<file path="config.mk">
export PLATFORM = sky130hd
export DESIGN_NAME = io_bank_pwr_seq
export DESIGN_NICKNAME = d
export VERILOG_FILES = /design/src/rtl/io_seq_pkg.sv /design/src/rtl/io_rr_arb.sv /design/src/rtl/io_bank_pwr_seq.sv
export SDC_FILE = /design/constraint.sdc
export NUM_CORES = 1
export LEC_CHECK = 0
export BUFFER_PORTS_ARGS = -buffer_cell sky130_fd_sc_hd__buf_2
export CORE_UTILIZATION = 50
export CTS_CLUSTER_SIZE = 28
export DETAILED_ROUTE_END_ITERATION = 16
export PLACE_DENSITY = 0.85
export SLEW_MARGIN = 20
export SYNTH_ARGS = -nofsm -noshare
export SYNTH_HDL_FRONTEND = slang
export SYNTH_SLANG_ARGS = --single-unit
</file>
<file path="constraint.sdc">
create_clock -name clk -period 6.7 [get_ports clk]
set_input_delay 1.34 -clock clk [delete_from_list [all_inputs] [get_ports clk]]
set_output_delay 1.34 -clock clk [all_outputs]
set_load 0.02 [all_outputs]
</file>
<file path="src/rtl/io_seq_pkg.sv">
// Shared definitions for the IO bank power sequencer.
//   SETTLE_W_DEF : default width of the settle counter and settle inputs
//   seq_state_e  : sequencer FSM states with fixed encodings
package io_seq_pkg;

  localparam int unsigned SETTLE_W_DEF = 16;

  typedef enum logic [3:0] {
    IDLE     = 4'd0,
    WB_ON    = 4'd1,
    WB_WAIT  = 4'd2,
    RET_OFF  = 4'd3,
    RET_WAIT = 4'd4,
    OE_ON    = 4'd5,
    OE_OFF   = 4'd6,
    RET_ON   = 4'd7,
    WB_OFF   = 4'd8
  } seq_state_e;

endpackage

</file>
<file path="src/rtl/io_rr_arb.sv">
// Round-robin arbiter: picks the first requesting bank at or above ptr,
// wrapping to the lowest requesting bank when none is found there.
//   req : request vector, one bit per bank
//   ptr : index of the highest-priority bank for this decision
//   gnt : one-hot grant (all zero when req is zero)
module io_rr_arb
  import io_seq_pkg::*;
#(
  parameter int unsigned NUM_BANKS = 4,
  parameter int unsigned IDX_W     = (NUM_BANKS > 1) ? $clog2(NUM_BANKS) : 1
) (
  input  logic [NUM_BANKS-1:0] req,
  input  logic [IDX_W-1:0]     ptr,
  output logic [NUM_BANKS-1:0] gnt
);

  logic [NUM_BANKS-1:0] lo_mask;
  logic [NUM_BANKS-1:0] hi_req;

  // x & (~x + 1) isolates the lowest set bit of x.
  always_comb begin
    lo_mask = (NUM_BANKS'(1) << ptr) - NUM_BANKS'(1);
    hi_req  = req & ~lo_mask;
    if (hi_req != '0) gnt = hi_req & (~hi_req + NUM_BANKS'(1));
    else              gnt = req & (~req + NUM_BANKS'(1));
  end

endmodule

</file>
<file path="src/rtl/io_bank_pwr_seq.sv">
// IO bank power sequencer: brings pad banks up (well bias on, settle,
// retention release, settle, output enable) and down (output disable,
// retention hold, well bias off), one bank at a time, round-robin.
//   clk, rst               : clock, asynchronous active-high reset
//   up_req, dn_req         : per-bank level requests, held until ack
//   ack                    : one-cycle completion pulse per bank
//   wb_settle, ret_settle  : settle cycle counts, sampled at counter load
//   wb_en, ret, oe_allow   : per-bank pad controls (registered)
//   bank_up                : per-bank fully-powered status
//   busy                   : sequencer active or work pending
module io_bank_pwr_seq
  import io_seq_pkg::*;
#(
  parameter int unsigned NUM_BANKS = 4,
  parameter int unsigned SETTLE_W  = SETTLE_W_DEF
) (
  input  logic                 clk,
  input  logic                 rst,
  input  logic [NUM_BANKS-1:0] up_req,
  input  logic [NUM_BANKS-1:0] dn_req,
  output logic [NUM_BANKS-1:0] ack,
  input  logic [SETTLE_W-1:0]  wb_settle,
  input  logic [SETTLE_W-1:0]  ret_settle,
  output logic [NUM_BANKS-1:0] wb_en,
  output logic [NUM_BANKS-1:0] ret,
  output logic [NUM_BANKS-1:0] oe_allow,
  output logic [NUM_BANKS-1:0] bank_up,
  output logic                 busy
);

  localparam int unsigned IDX_W = (NUM_BANKS > 1) ? $clog2(NUM_BANKS) : 1;

  seq_state_e           state_q, state_nxt;
  logic [SETTLE_W-1:0]  cnt_q, cnt_d;
  logic [IDX_W-1:0]     ptr_q, ptr_d;
  logic [NUM_BANKS-1:0] cur_oh, cur_d, sel_oh;
  logic [NUM_BANKS-1:0] wb_en_d, ret_d, oe_d, up_d, ack_d;
  logic                 busy_d;
  logic [NUM_BANKS-1:0] up_pend, dn_pend, pend, sat, gnt;

  // up_req wins when both requests are raised for a bank.
  assign up_pend = up_req & ~bank_up;
  assign dn_pend = dn_req & ~up_req & bank_up;
  assign pend    = up_pend | dn_pend;
  assign sat     = (up_req & bank_up) | (dn_req & ~up_req & ~bank_up);

  io_rr_arb #(
    .NUM_BANKS (NUM_BANKS),
    .IDX_W     (IDX_W)
  ) u_arb (
    .req (pend),
    .ptr (ptr_q),
    .gnt (gnt)
  );

  always_ff @(posedge clk or posedge rst) begin
    if (rst) begin
      state_q  <= IDLE;
      cnt_q    <= '0;
      ptr_q    <= '0;
      cur_oh   <= '0;
      wb_en    <= '0;
      ret      <= '1;
      oe_allow <= '0;
      bank_up  <= '0;
      ack      <= '0;
      busy     <= 1'b0;
    end else begin
      state_q  <= state_nxt;
      cnt_q    <= cnt_d;
      ptr_q    <= ptr_d;
      cur_oh   <= cur_d;
      wb_en    <= wb_en_d;
      ret      <= ret_d;
      oe_allow <= oe_d;
      bank_up  <= up_d;
      ack      <= ack_d;
      busy     <= busy_d;
    end
  end

  // Wait states leave when the counter is about to reach zero, so a
  // settle value of N spends exactly N cycles waiting.
  always_comb begin
    state_nxt = state_q;
    unique case (state_q)
      IDLE:     if (pend != '0) state_nxt = ((gnt & up_pend) != '0) ? WB_ON : OE_OFF;
      WB_ON:    state_nxt = (cnt_q == '0) ? RET_OFF : WB_WAIT;
      WB_WAIT:  if (cnt_q == SETTLE_W'(1)) state_nxt = RET_OFF;
      RET_OFF:  state_nxt = (cnt_q == '0) ? OE_ON : RET_WAIT;
      RET_WAIT: if (cnt_q == SETTLE_W'(1)) state_nxt = OE_ON;
      OE_ON:    state_nxt = IDLE;
      OE_OFF:   state_nxt = RET_ON;
      RET_ON:   state_nxt = WB_OFF;
      WB_OFF:   state_nxt = IDLE;
      default:  state_nxt = IDLE;
    endcase
  end

  // Outputs are registered: each state's actions are computed on the edge
  // that enters it, so the pins change together with the state register.
  always_comb begin
    sel_oh  = (state_q == IDLE) ? gnt : cur_oh;
    cur_d   = sel_oh;
    ptr_d   = ptr_q;
    cnt_d   = cnt_q;
    wb_en_d = wb_en;
    ret_d   = ret;
    oe_d    = oe_allow;
    up_d    = bank_up;
    ack_d   = '0;
    // Pending work keeps busy high across the IDLE cycle between banks.
    busy_d  = (state_nxt != IDLE) || (pend != '0);

    if (state_q == IDLE) begin
      ack_d = sat;
      for (int unsigned i = 0; i < NUM_BANKS; i++) begin
        if (gnt == (NUM_BANKS'(1) << i))
          ptr_d = (i == NUM_BANKS - 1) ? '0 : IDX_W'(i + 1);
      end
    end

    if (state_q inside {WB_WAIT, RET_WAIT}) cnt_d = cnt_q - SETTLE_W'(1);

    if (state_nxt != state_q) begin
      case (state_nxt)
        WB_ON: begin
          wb_en_d = wb_en | sel_oh;
          cnt_d   = wb_settle;
        end
        RET_OFF: begin
          ret_d = ret & ~sel_oh;
          cnt_d = ret_settle;
        end
        OE_ON: begin
          oe_d  = oe_allow | sel_oh;
          up_d  = bank_up | sel_oh;
          ack_d = ack_d | sel_oh;
        end
        OE_OFF: begin
          oe_d = oe_allow & ~sel_oh;
          up_d = bank_up & ~sel_oh;
        end
        RET_ON: ret_d = ret | sel_oh;
        WB_OFF: begin
          wb_en_d = wb_en & ~sel_oh;
          ack_d   = ack_d | sel_oh;
        end
        default: ;
      endcase
    end
  end

endmodule

</file>
Word-level counts from Yosys, hierarchy flattened

Cells that the tools add are included.

Input port bits: 42
Word-level logic and storage cells: 99
Bits in registers: 47
Output and inout port bits: 21

Shifts and indexed selects: 1
Bitwise operators: 26
Eq/ne operators: 18
Muxes and demuxes: 23
Reduce and logical (&&, ||, !) cells: 17
Add/sub/neg operators: 4

Operators with widths:

| cell                                                                   | number |
|---|---|
| 4-bit AND                                                              | 13 |
| 16-bit two-way mux                                                     | 2 |
| 4-bit two-way mux                                                      | 8 |
| 16-bit case mux with 2 select lines                                    | 1 |
| 4-bit case mux with 2 select lines                                     | 4 |
| 4-bit by 3-bit equality test with 1-bit output, second input constant  | 7 |
| 4-bit OR                                                               | 7 |
| 4-bit case mux with 7 select lines                                     | 1 |
| 4-bit NOT                                                              | 6 |
| 4-bit nonzero test                                                     | 5 |
| 16-bit by 1-bit equality test with 1-bit output, second input constant | 1 |
| 4-bit by 2-bit equality test with 1-bit output, second input constant  | 4 |
| 16-bit logical NOT                                                     | 1 |
| 16-bit by 1-bit subtractor with 16-bit output, second input constant   | 1 |
| 4-bit by 1-bit equality test with 1-bit output, second input constant  | 3 |
| 4-bit by 1-bit adder with 4-bit output, second input constant          | 2 |
| 4-bit equality test, second input constant                             | 2 |
| 2-bit two-way mux                                                      | 4 |
| 2-bit AND reduction                                                    | 4 |
| 2-bit nonzero test                                                     | 4 |
| 4-bit logical NOT                                                      | 1 |
| 4-bit inequality test                                                  | 1 |
| 1-bit by 2-bit left shift with 4-bit output, first input constant      | 1 |
| 4-bit by 2-bit subtractor with 4-bit output, second input constant     | 1 |
| other kinds (4)                                                        | 5 |

Longest topological paths before layout

Word-level depth: 18
Gate-level depth with buffers: 9
Depth with buffers taken out: 8

Hierarchy

From an unflattened synthesis, not the netlist that was laid out.

Cell total of the unflattened synthesis: 291
Area, all modules: 2636.3 µm²

Modules (own cells, without submodules):

| module          | sequential area each (µm²) | cells each | times used | area each (µm²) |
|---|---|---|---|---|
| io_bank_pwr_seq | 1081.0                     | 274        | 1          | 2532.4 |
| io_rr_arb       | 0.0                        | 17         | 1          | 103.8 |

Least setup slack after synthesis

Ideal clock, no wire load.

Path type: input port to flip-flop
Start point: input port up_req[0]
End point: register with a tool-made name
Buffers on the path: 2
Required time: 6.612 ns
Arrival time: 3.021 ns
Cell stages on the path: 8
Setup time: 0.088 ns
Setup slack: 3.591 ns
Cell sequence: nand3b_2 > a41oi_1 > o32ai_1 > o31a_1 > buf_4 > or2_1 > buf_2 > a221oi_2

RTL lines:

| item            | RTL line              | text |
|---|---|---|
| start, declared | io_bank_pwr_seq.sv:19 | `input logic [NUM_BANKS-1:0] up_req,` |

==> flow_metrics.env <==
export IMPL_h_tree_depth=2
export IMPL_drtAntennaViolNets=0
export IMPL_finClkSkew_ps=7.054
export IMPL_status="completed"
export IMPL_crit_path_max_incr_delay_ps=590
export IMPL_path_cells="buf_2, nor4b_1, a221oi_1, nor4b_1, o31a_1, buf_4, o21ai_1, a221oi_2"
export IMPL_diodes=0
export IMPL_worstPathMaxFanout=36
export IMPL_worst_path_buf_inv=2
export IMPL_cts_resized_gates=0
export IMPL_setup_tns_ps=0
export IMPL_placed_area_um2=3068
export IMPL_rows=26
export IMPL_dpl_hpwl_um=4591
export IMPL_path_class="in -> reg"
export IMPL_antenna_found_initial=0
export IMPL_max_freq_mhz=290.1
export IMPL_ys_flop_type="dfrtp_1"
export IMPL_syn_nets=329
export IMPL_max_vdd_ir_drop_mv=0.2300
export IMPL_path_common_cell="nor4b_1"
export IMPL_rsz0062_at_grt="no"
export IMPL_vias=2440
export IMPL_cts_tree="done"
export IMPL_die_x_um=76.47
export IMPL_clkSlewWorstSetupHoldPaths_ps=80
export IMPL_period_needed_ps=3447
export IMPL_hp_class="reg -> reg"
export IMPL_power_density_nw_per_um2=454.9
export IMPL_wl_met3_um=255
export IMPL_die_area_um2=5847
export IMPL_worst_pin_slew_ps=1041
export IMPL_top_layer_used="met4"
export IMPL_avgSynthCellArea_um2=9.729
export IMPL_cpMaxStageDelayCell="nor4b_1"
export IMPL_post_route_period_util=0.5145
export IMPL_critPathLaunchType="primary input"
export IMPL_critical_path_required_ps=6900
export IMPL_syn_inst=285
export IMPL_route_met2_wl_um=3093
export IMPL_synthArstFlopShare=1.000
export IMPL_start_util=0.5294
export IMPL_wire_per_inst_um=15.08
export IMPL_area_growth_pct=14.26
export IMPL_nNetsFinal=381
export IMPL_clk_latency_ps=290
export IMPL_cts_root_buf="clkbuf_8"
export IMPL_worst_setup_path_end_kind="flop"
export IMPL_gp_congestion=0.9237
export IMPL_drt_vias_per_instance=5.980
export IMPL_crit_family="simple AND/OR/NAND/NOR gates"
export IMPL_hold_viol_final=0
export IMPL_wl_met1_um=2739
export IMPL_cts_setup_buffers=0
export IMPL_grt_pass1_vias=2290
export IMPL_grt_overflow_total=0
export IMPL_die_h_um=76.47
export IMPL_layout_drive_gt1_share=0.2751
export IMPL_syn_area_um2=2773
export IMPL_cp_arrival_ps=3650
export IMPL_maxCapViolCount=0
export IMPL_finalSetupViolations=0
export IMPL_port_buffers=62
export IMPL_synth_warnings=0
export IMPL_slew_viol_final=0
export IMPL_synth_seq_area_share=0.3899
export IMPL_synth_distinct_cells=64
export IMPL_stdcell_area_um2=3168
export IMPL_io_pins=63
export IMPL_coreArea_um2=5238
export IMPL_synth_seq_cells=43
export IMPL_grt_first_pass_wirelength_um=10420
export IMPL_drtIter0Drc=120
export IMPL_leakage_nw=1.314
export IMPL_dr_pass1_iters=4
export IMPL_drc=0
export IMPL_grt_max_degree=44
export IMPL_relSlewSlack=0.2994
export IMPL_clk_path_buf_depth=2
export IMPL_grtUsageTotal=0.2210
export IMPL_cts_sinks=43
export IMPL_numCtsBuffers=5
export IMPL_wl_um=6152
export IMPL_hold_buffers=0
export IMPL_synth_edf_count=0
[report_power, final]
group	internal [mW]	total, mW	switching [mW]
registers	0.371	0.506	0.135
logic	0.323	0.759	0.436
clock network	0.0940	0.176	0.0817
total	0.789	1.44	0.652
[layout make-up]
class / count / area [um^2]
fillers: 450 / 2069
multi-input cells: 214 / 1540
flip-flops and latches: 43 / 1081
repair buffers: 64 / 325.3
clock buffers: 8 / 100.1
well taps: 70 / 87.58
inverters: 9 / 33.78
[worst paths after layout]
check	start	endpoint	slack, ps	cells past startpoint
worst max-delay path	up_req[0]	flop	3250	8
worst min-delay path	flop	flop	480	2
worst max register to register	ptr_q[0]$_DFFE_PP0P_	flop	3820	7
worst min register to register	flop	flop	480	2
max in group asynchronous	rst	ptr_q[1]$_DFFE_PP0P_	5170	3
min in group asynchronous	rst	async pin	1160	3
[synthesized netlist by cell type, drive strengths merged (2+ instances only)]
cell type  instances  area [um^2]
dfrtp             39        975.9
a21oi             22        110.1
nor3              21        105.1
nor2              19        71.32
a221o             16        160.2
buf               16        105.1
nor2b             13        81.33
nand2             11        43.80
xnor2             10        87.58
inv                9        33.78
nor4               7        88.83
nand2b             6        40.04
o21ai              6        30.02
xor2               6        52.55
a221oi             5        68.82
nand3b             5        41.29
nand4              5        37.53
nor3b              5        37.54
or3                5        31.28
a211oi             4        35.03
a2bb2oi            4        35.03
dfstp              4        105.1
o2bb2ai            4        35.03
o31ai              4        30.03
a41oi              3        26.28
clkbuf             3        12.51
a2111oi            2        23.77
a22o               2        17.52
and3b              2        17.52
ha                 2        25.02
nand3              2        10.01
nor4b              2        17.52
o22ai              2        12.51
o31a               2        17.52
or2                2        12.52
or4                2        18.77
[worst register-to-register path: cells and delay by family (launching register included)]
family	cells	cell delay, ps
and+or+nand+nor	2	1050
AOI/OAI and AO/OA	4	910
DFF	1	510
buffers and inverters	1	330
[kinds of logic (layout without fill, tap and decap cells)]
kind of cell | Yosys count | count (layout) | share of synthesized area
flops | 43 | 43 | 0.3899
buf+inv | 28 | 81 | 0.05460
fa+ha+maj | 2 | 2 | 0.009024
simple gates | 109 | 109 | 0.2432
compound gates | 85 | 85 | 0.2450
mux | 2 | 2 | 0.007671
xor+xnor | 16 | 16 | 0.05054
[per-stage QoR]
stage / worst slack [ps] / cells / util / hold WS (ps) / power (mW)
5_1_grt: 3055 / 408 / 0.6049 / 504.6 / 1.554
6_report: 3253 / 408 / 0.6049 / 484.6 / 1.441
3_5_place_dp: 3002 / 400 / 0.5858 / 475.9 / 1.264
4_1_cts: 3286 / 408 / 0.6049 / 487.7 / 1.442
3_3_place_gp: 3120 / 400 / 0.5858 / 470.6 / 1.239
2_1_floorplan: 3591 / 285 / - / 514.6 / 1.107
[routing by layer]
metal / track usage / vias up
li1: - / 1190
met1: 0.2865 / 1181
met2: 0.3757 / 62
met3: 0.03952 / 7
met4: 0.06538 / 0
met5: 0 / -
[layout by cell type (no fill, tap or decap), drive strengths merged, types with 2 or more instances in the layout]
cell type,n
buf,64
dfrtp,39
a21oi,22
nor3,21
nor2,19
a221o,16
nor2b,13
nand2,11
xnor2,10
inv,9
clkbuf,8
nor4,7
xor2,6
nand2b,6
o21ai,6
or3,5
nor3b,5
nand3b,5
nand4,5
a221oi,5
o31ai,4
o2bb2ai,4
a2bb2oi,4
dfstp,4
a211oi,4
a41oi,3
nand3,2
nor4b,2
o31a,2
o22ai,2
a22o,2
and3b,2
ha,2
a2111oi,2
or4,2
or2,2
Note: power is estimated with default switching activity, not from simulation.
